--- src/rtl/ultrasonic_pkg.sv ---
// Shared definitions for the ultrasonic command path: the state encoding
// seen on the state output and the default timing/width values.
package ultrasonic_pkg;

  localparam logic [1:0] ST_OFF  = 2'd0;
  localparam logic [1:0] ST_IDLE = 2'd1;
  localparam logic [1:0] ST_TX   = 2'd2;
  localparam logic [1:0] ST_RX   = 2'd3;

  localparam int DEF_AMOUNT_WIDTH = 8;
  localparam int DEF_DAC_WIDTH    = 10;
  localparam int DEF_HALF_PERIOD  = 25;
  localparam int DEF_PULSE_COUNT  = 8;
  localparam int DEF_RX_WINDOW    = 2000;
  localparam int DEF_CNT_WIDTH    = 16;

  // A state counts as busy while the transducer is transmitting or listening.
  function automatic logic is_busy(input logic [1:0] st);
    return (st == ST_TX) || (st == ST_RX);
  endfunction

endpackage

--- src/rtl/burst_gen.sv ---
// TX burst generator: a square wave of PULSE_COUNT periods, each half
// lasting HALF_PERIOD clocks, starting high on the clock after start.
// done is a combinational flag marking the final clock of the burst so
// the owner can leave TX on the same edge that drops tx_pulse.
module burst_gen
  import ultrasonic_pkg::*;
#(
  parameter int HALF_PERIOD = DEF_HALF_PERIOD,
  parameter int PULSE_COUNT = DEF_PULSE_COUNT,
  parameter int CNT_WIDTH   = DEF_CNT_WIDTH
) (
  input  logic clk,
  input  logic rst_n,
  input  logic start,
  input  logic abort,
  output logic tx_pulse,
  output logic done
);

  logic                 active;
  logic [CNT_WIDTH-1:0] half_cnt;
  logic [CNT_WIDTH-1:0] edge_cnt;
  logic                 half_last;
  logic                 edge_last;

  assign half_last = (half_cnt == CNT_WIDTH'(HALF_PERIOD - 1));
  assign edge_last = (edge_cnt == CNT_WIDTH'(2 * PULSE_COUNT - 1));
  assign done      = active & half_last & edge_last & ~abort;

  // Half-period and edge counters; abort wins over start and over a running burst.
  always_ff @(posedge clk or negedge rst_n) begin
    if (!rst_n) begin
      active   <= 1'b0;
      tx_pulse <= 1'b0;
      half_cnt <= '0;
      edge_cnt <= '0;
    end else if (abort) begin
      active   <= 1'b0;
      tx_pulse <= 1'b0;
      half_cnt <= '0;
      edge_cnt <= '0;
    end else if (start) begin
      active   <= 1'b1;
      tx_pulse <= 1'b1;
      half_cnt <= '0;
      edge_cnt <= '0;
    end else if (active) begin
      if (half_last) begin
        half_cnt <= '0;
        if (edge_last) begin
          active   <= 1'b0;
          tx_pulse <= 1'b0;
          edge_cnt <= '0;
        end else begin
          edge_cnt <= edge_cnt + 1'b1;
          tx_pulse <= ~tx_pulse;
        end
      end else begin
        half_cnt <= half_cnt + 1'b1;
      end
    end
  end

endmodule

--- src/rtl/ultrasonic_ctrl.sv ---
// Command-execution stage behind the command decoder: owns power state,
// DAC amplitude, TX burst launch and the RX listening window.
//
// Command handshake: there is no ready. The decoder presents a word with
// valid; a word is taken exactly once, on the clock where valid rises
// (valid high now, low on the previous clock). Holding valid does not
// repeat the command. Words arriving in TX/RX are dropped, except off.
module ultrasonic_ctrl
  import ultrasonic_pkg::*;
#(
  parameter int AMOUNT_WIDTH = DEF_AMOUNT_WIDTH,
  parameter int DAC_WIDTH    = DEF_DAC_WIDTH,
  parameter int HALF_PERIOD  = DEF_HALF_PERIOD,
  parameter int PULSE_COUNT  = DEF_PULSE_COUNT,
  parameter int RX_WINDOW    = DEF_RX_WINDOW,
  parameter int CNT_WIDTH    = DEF_CNT_WIDTH
) (
  input  logic                    clk,
  input  logic                    rst_n,
  input  logic                    on,
  input  logic                    off,
  input  logic                    increase,
  input  logic                    decrease,
  input  logic                    send,
  input  logic                    receive,
  input  logic                    valid,
  input  logic [AMOUNT_WIDTH-1:0] amount,
  output logic [DAC_WIDTH-1:0]    dac_value,
  output logic                    dac_update,
  output logic                    tx_pulse,
  output logic                    rx_enable,
  output logic                    busy,
  output logic [1:0]              state
);

  logic                 valid_q;
  logic                 cmd_stb;
  logic [DAC_WIDTH-1:0] amp_reg;
  logic                 pend_rx;
  logic [CNT_WIDTH-1:0] rx_cnt;
  logic                 rx_last;

  logic [DAC_WIDTH-1:0] amt_ext;
  logic [DAC_WIDTH:0]   sum_ext;
  logic [DAC_WIDTH-1:0] amp_inc;
  logic [DAC_WIDTH-1:0] amp_dec;

  logic [1:0]           state_nx;
  logic [DAC_WIDTH-1:0] amp_nx;
  logic [DAC_WIDTH-1:0] dac_nx;
  logic                 pend_nx;
  logic                 burst_start;
  logic                 burst_abort;
  logic                 burst_done;

  assign cmd_stb = valid & ~valid_q;
  assign rx_last = (rx_cnt == CNT_WIDTH'(RX_WINDOW - 1));

  // Saturating add (one bit wider to see the carry) and clamped subtract.
  assign amt_ext = DAC_WIDTH'(amount);
  assign sum_ext = {1'b0, amp_reg} + {1'b0, amt_ext};
  assign amp_inc = sum_ext[DAC_WIDTH] ? '1 : sum_ext[DAC_WIDTH-1:0];
  assign amp_dec = (amt_ext > amp_reg) ? '0 : (amp_reg - amt_ext);

  burst_gen #(
    .HALF_PERIOD (HALF_PERIOD),
    .PULSE_COUNT (PULSE_COUNT),
    .CNT_WIDTH   (CNT_WIDTH)
  ) u_burst (
    .clk      (clk),
    .rst_n    (rst_n),
    .start    (burst_start),
    .abort    (burst_abort),
    .tx_pulse (tx_pulse),
    .done     (burst_done)
  );

  // Edge detector on valid.
  always_ff @(posedge clk or negedge rst_n) begin
    if (!rst_n) valid_q <= 1'b0;
    else        valid_q <= valid;
  end

  // Next-state, amplitude and burst control; off outranks everything.
  always_comb begin
    state_nx    = state;
    amp_nx      = amp_reg;
    dac_nx      = dac_value;
    pend_nx     = pend_rx;
    burst_start = 1'b0;
    burst_abort = 1'b0;
    if (cmd_stb && off) begin
      state_nx    = ST_OFF;
      dac_nx      = '0;
      pend_nx     = 1'b0;
      burst_abort = 1'b1;
    end else begin
      case (state)
        ST_OFF: begin
          if (cmd_stb && on) begin
            state_nx = ST_IDLE;
            dac_nx   = amp_reg;
          end
        end
        ST_IDLE: begin
          // on consumes the word; in IDLE it has nothing to do.
          if (cmd_stb && !on) begin
            if (increase && !decrease)      amp_nx = amp_inc;
            else if (decrease && !increase) amp_nx = amp_dec;
            dac_nx = amp_nx;
            if (send) begin
              state_nx    = ST_TX;
              pend_nx     = receive;
              burst_start = 1'b1;
            end else if (receive) begin
              state_nx = ST_RX;
            end
          end
        end
        ST_TX: begin
          if (burst_done) begin
            if (pend_rx) begin
              state_nx = ST_RX;
              pend_nx  = 1'b0;
            end else begin
              state_nx = ST_IDLE;
            end
          end
        end
        default: begin
          if (rx_last) state_nx = ST_IDLE;
        end
      endcase
    end
  end

  // State, amplitude and registered outputs.
  always_ff @(posedge clk or negedge rst_n) begin
    if (!rst_n) begin
      state      <= ST_OFF;
      amp_reg    <= '0;
      dac_value  <= '0;
      dac_update <= 1'b0;
      pend_rx    <= 1'b0;
      rx_enable  <= 1'b0;
      busy       <= 1'b0;
    end else begin
      state      <= state_nx;
      amp_reg    <= amp_nx;
      dac_value  <= dac_nx;
      dac_update <= (dac_nx != dac_value);
      pend_rx    <= pend_nx;
      rx_enable  <= (state_nx == ST_RX);
      busy       <= is_busy(state_nx);
    end
  end

  // Listening-window counter, restarted on every RX entry.
  always_ff @(posedge clk or negedge rst_n) begin
    if (!rst_n) begin
      rx_cnt <= '0;
    end else if ((state == ST_RX) && (state_nx == ST_RX)) begin
      rx_cnt <= rx_cnt + 1'b1;
    end else begin
      rx_cnt <= '0;
    end
  end

endmodule

--- config.mk ---
export PLATFORM = sky130hd
export DESIGN_NAME = ultrasonic_ctrl
export DESIGN_NICKNAME = d
export VERILOG_FILES = /design/src/rtl/ultrasonic_pkg.sv /design/src/rtl/burst_gen.sv /design/src/rtl/ultrasonic_ctrl.sv
export SDC_FILE = /design/constraint.sdc
export NUM_CORES = 1
export LEC_CHECK = 0
export CAP_MARGIN = 20
export CELL_PAD_IN_SITES_DETAIL_PLACEMENT = 1
export CELL_PAD_IN_SITES_GLOBAL_PLACEMENT = 2
export CORE_UTILIZATION = 40
export CTS_CLUSTER_SIZE = 30
export DETAILED_ROUTE_END_ITERATION = 7
export PLACE_DENSITY = 0.92
export SLEW_MARGIN = 20
export SYNTH_ARGS = -nofsm -noshare
export SYNTH_HDL_FRONTEND = slang
export SYNTH_HIERARCHICAL = 1
export SYNTH_SLANG_ARGS = --single-unit
--- constraint.sdc ---
create_clock -name clk -period 7.9 [get_ports clk]
set_clock_uncertainty 0.1 [all_clocks]
set_input_delay 1.185 -clock clk [delete_from_list [all_inputs] [get_ports clk]]
set_output_delay 1.185 -clock clk [all_outputs]
set_load 0.005 [all_outputs]
==> results.sh <==
export IMPL_routedWlPerCell_um=20.1
export IMPL_drtAntennaViolNets=0
export IMPL_drive_gt1_frac=0.0485
export IMPL_fp_dieH_um=120
export IMPL_maxSlewViolCount=0
export IMPL_place_hpwl_mm=12.6
export IMPL_hp_class="reg2reg"
export IMPL_clock_fmax_ghz=0.211
export IMPL_first_pass_iters=4
export IMPL_clk_pin_slew_ns=0.06
export IMPL_layout_commonest_cell="nor2_1"
export IMPL_slowest_stage="or4_1"
export IMPL_setup_viol_count_final=0
export IMPL_htreeDepth=3
export IMPL_start_kind="primary input"
export IMPL_num_vias=5432
export IMPL_worstPathMaxFanout=5
export IMPL_ys_flop_type="dfrtp_1"
export IMPL_ios=33
export IMPL_tightest_slew_ns=0.771
export IMPL_drt_iter0_markers=395
export IMPL_num_rows=42
export IMPL_yosys_warnings=6
export IMPL_cts_hold_buffers=0
export IMPL_io_buffer_count=32
export IMPL_postSynthRegisterBits=77
export IMPL_cts_tree="built"
export IMPL_largestRegisters="rx_cnt x16, u_burst/edge_cnt x16, u_burst/half_cnt x16"
export IMPL_max_stage_delay_ns=0.52
export IMPL_diodes=0
export IMPL_yosysSeqAreaShare=0.346
export IMPL_core_area_um2=13400
export IMPL_final_cell_mix="nor2_1, dfrtp_1, nand2_1, inv_1, o21ai_0"
export IMPL_grt_usage=0.254
export IMPL_clock_sinks=77
export IMPL_grt_ovfl_total=0
export IMPL_leakagePower_nw=2.57
export IMPL_run_status="complete, no violations"
export IMPL_min_period_over_period=0.600
export IMPL_vdd_ir_drop_max_mv=0.0953
export IMPL_cts_resized=0
export IMPL_netlist_area_um2=5580
export IMPL_crit_type="in2reg"
export IMPL_slew_headroom=0.480
export IMPL_cts_root_buf="clkbuf_16"
export IMPL_syn_avg_cell_area_um2=8.20
export IMPL_final_area_um2=6290
export IMPL_drv_cap=0
export IMPL_clk_latency_ns=0.34
export IMPL_hold_violations=0
export IMPL_drt_total_wl_mm=17.7
export IMPL_syn_nets=719
export IMPL_antenna_found_initial=0
export IMPL_syn_to_final_growth_pct=12.8
export IMPL_cpMostUsedCell="or4_1"
export IMPL_start_util=0.416
export IMPL_layout_min_cycle_time_ns=4.74
export IMPL_grt_max_degree=78
export IMPL_end_kind="flop"
export IMPL_power_per_cell_area_nw_per_um2=260
export IMPL_dpl_cell_area_um2=6010
export IMPL_grt_pass1_wl_mm=28.9
export IMPL_synth_edf_count=0
export IMPL_cp_data_arrival_time_ns=4.85
export IMPL_viasPerCell=6.19
export IMPL_synth_cell_type_count=74
export IMPL_rsz0062_at_grt="no"
export IMPL_totalPowerFinal_mw=1.64
export IMPL_fin_nets=735
export IMPL_cts_buffers=9
export IMPL_grt_pass1_vias=5518
export IMPL_gp_congestion=0.909
export IMPL_fill_cells=1624
export IMPL_clock_path_buffers=2
export IMPL_synthArstFlopShare=1.00
export IMPL_die_area_um2=14400
export IMPL_tns_ns=0
export IMPL_die_w_um=120
export IMPL_post_route_drc_count=0
export IMPL_synth_cells=680
export IMPL_worstPathCellList="clkdlybuf4s50_1 > ha_1 > fa_1 > nor2b_1 > o211a_1 > o21ai_1 > and2_1 > a2bb2oi_1 > o221ai_1 > nor3_1 > or4_1 > or4_1"
export IMPL_postCtsSetupBuffers=0
export IMPL_worstPathRequired_ns=8.01
-- critical path, delay by kind of cell --
| family | cells | cell delay [ns] |
|---|---|---|
| simple gates | 5 | 1.47 |
| compound gates | 4 | 1.10 |
| fa+ha+maj | 2 | 0.64 |
| buf+inv | 1 | 0.45 |
-- stage by stage --
step           utilization  cells  hold WS (ns)  setup WS, ns
2_1_floorplan            -    680         0.348          3.73
3_3_place_gp         0.449    861         0.371          2.87
3_5_place_dp         0.449    861         0.393          2.87
4_1_cts              0.469    877         0.408          3.23
5_1_grt              0.469    877         0.411          2.95
6_report             0.469    877         0.410          3.16
-- worst paths after layout --
path / startpoint / to / slack [ns] / cells past startpoint
hold / removal: u_burst/edge_cnt[15] / u_burst/edge_cnt[15] / 0.41 / 1
max in group asynchronous: rst_n / u_burst/half_cnt[3] / 6.43 / 1
setup reg to reg: amp_reg[0] / dac_update / 3.87 / 12
min in group asynchronous: rst_n / rx_cnt[10] / 0.77 / 1
setup / recovery: amount[0] / dac_update / 3.16 / 12
hold reg to reg: u_burst/edge_cnt[15] / u_burst/edge_cnt[15] / 0.41 / 1
-- cells by family (layout without fill, tap and decap cells) --
group,after synthesis,after routing,synth area share
AO/OA/AOI/OAI,186,186,0.228
XOR/XNOR,28,28,0.0440
adder cells (fa/ha/maj),22,22,0.0521
buffers and inverters,76,97,0.0523
flip-flops,77,77,0.346
multiplexers,8,8,0.0150
AND/OR/NAND/NOR,283,283,0.264
-- metal layers --
metal	wire, µm	global-route usage	share of wire
met4	376	0.0977	0.021
met2	8470	0.402	0.48
met5	0	0	0
met3	630	0.0347	0.036
met1	8190	0.349	0.46
-- power by group --
part / leakage (nW) / switching, mW / internal [mW]
Combinational: 1.41 / 0.382 / 0.291
Sequential: 1.03 / 0.132 / 0.447
Clock: 0.130 / 0.162 / 0.222
-- Yosys cell counts, drive strengths merged, types with 6 or more instances --
cell    instances  area share
xor2           14       0.022
or4             6      0.0081
a21oi          30       0.027
and4            6       0.010
a221oi          9       0.015
nor2           79       0.053
o21ai          42       0.038
a211oi          9       0.012
a31oi          10       0.011
dfrtp          77        0.35
or3             7      0.0079
nand2          55       0.037
nand2b          7      0.0079
inv            47       0.032
nand3          31       0.028
nor4            9       0.011
and3            9       0.010
o22ai          15       0.017
o31ai          11       0.015
clkbuf         24       0.016
ha             20       0.045
nor2b          11       0.013
nand4          12       0.016
xnor2          14       0.022
nor3           24       0.022
a22oi           7      0.0094
-- final cells by class --
cell class | instances | area [µm²] | area share
inverter | 47 | 176 | 0.0280
tap | 176 | 220 | 0.0350
clock buffer | 13 | 250 | 0.0398
timing repair buffer | 34 | 337 | 0.0535
clock inverter | 3 | 21.3 | 0.00338
multi-input combinational | 527 | 3360 | 0.534
sequential | 77 | 1930 | 0.306
Note: power is estimated with default switching activity, not from simulation.
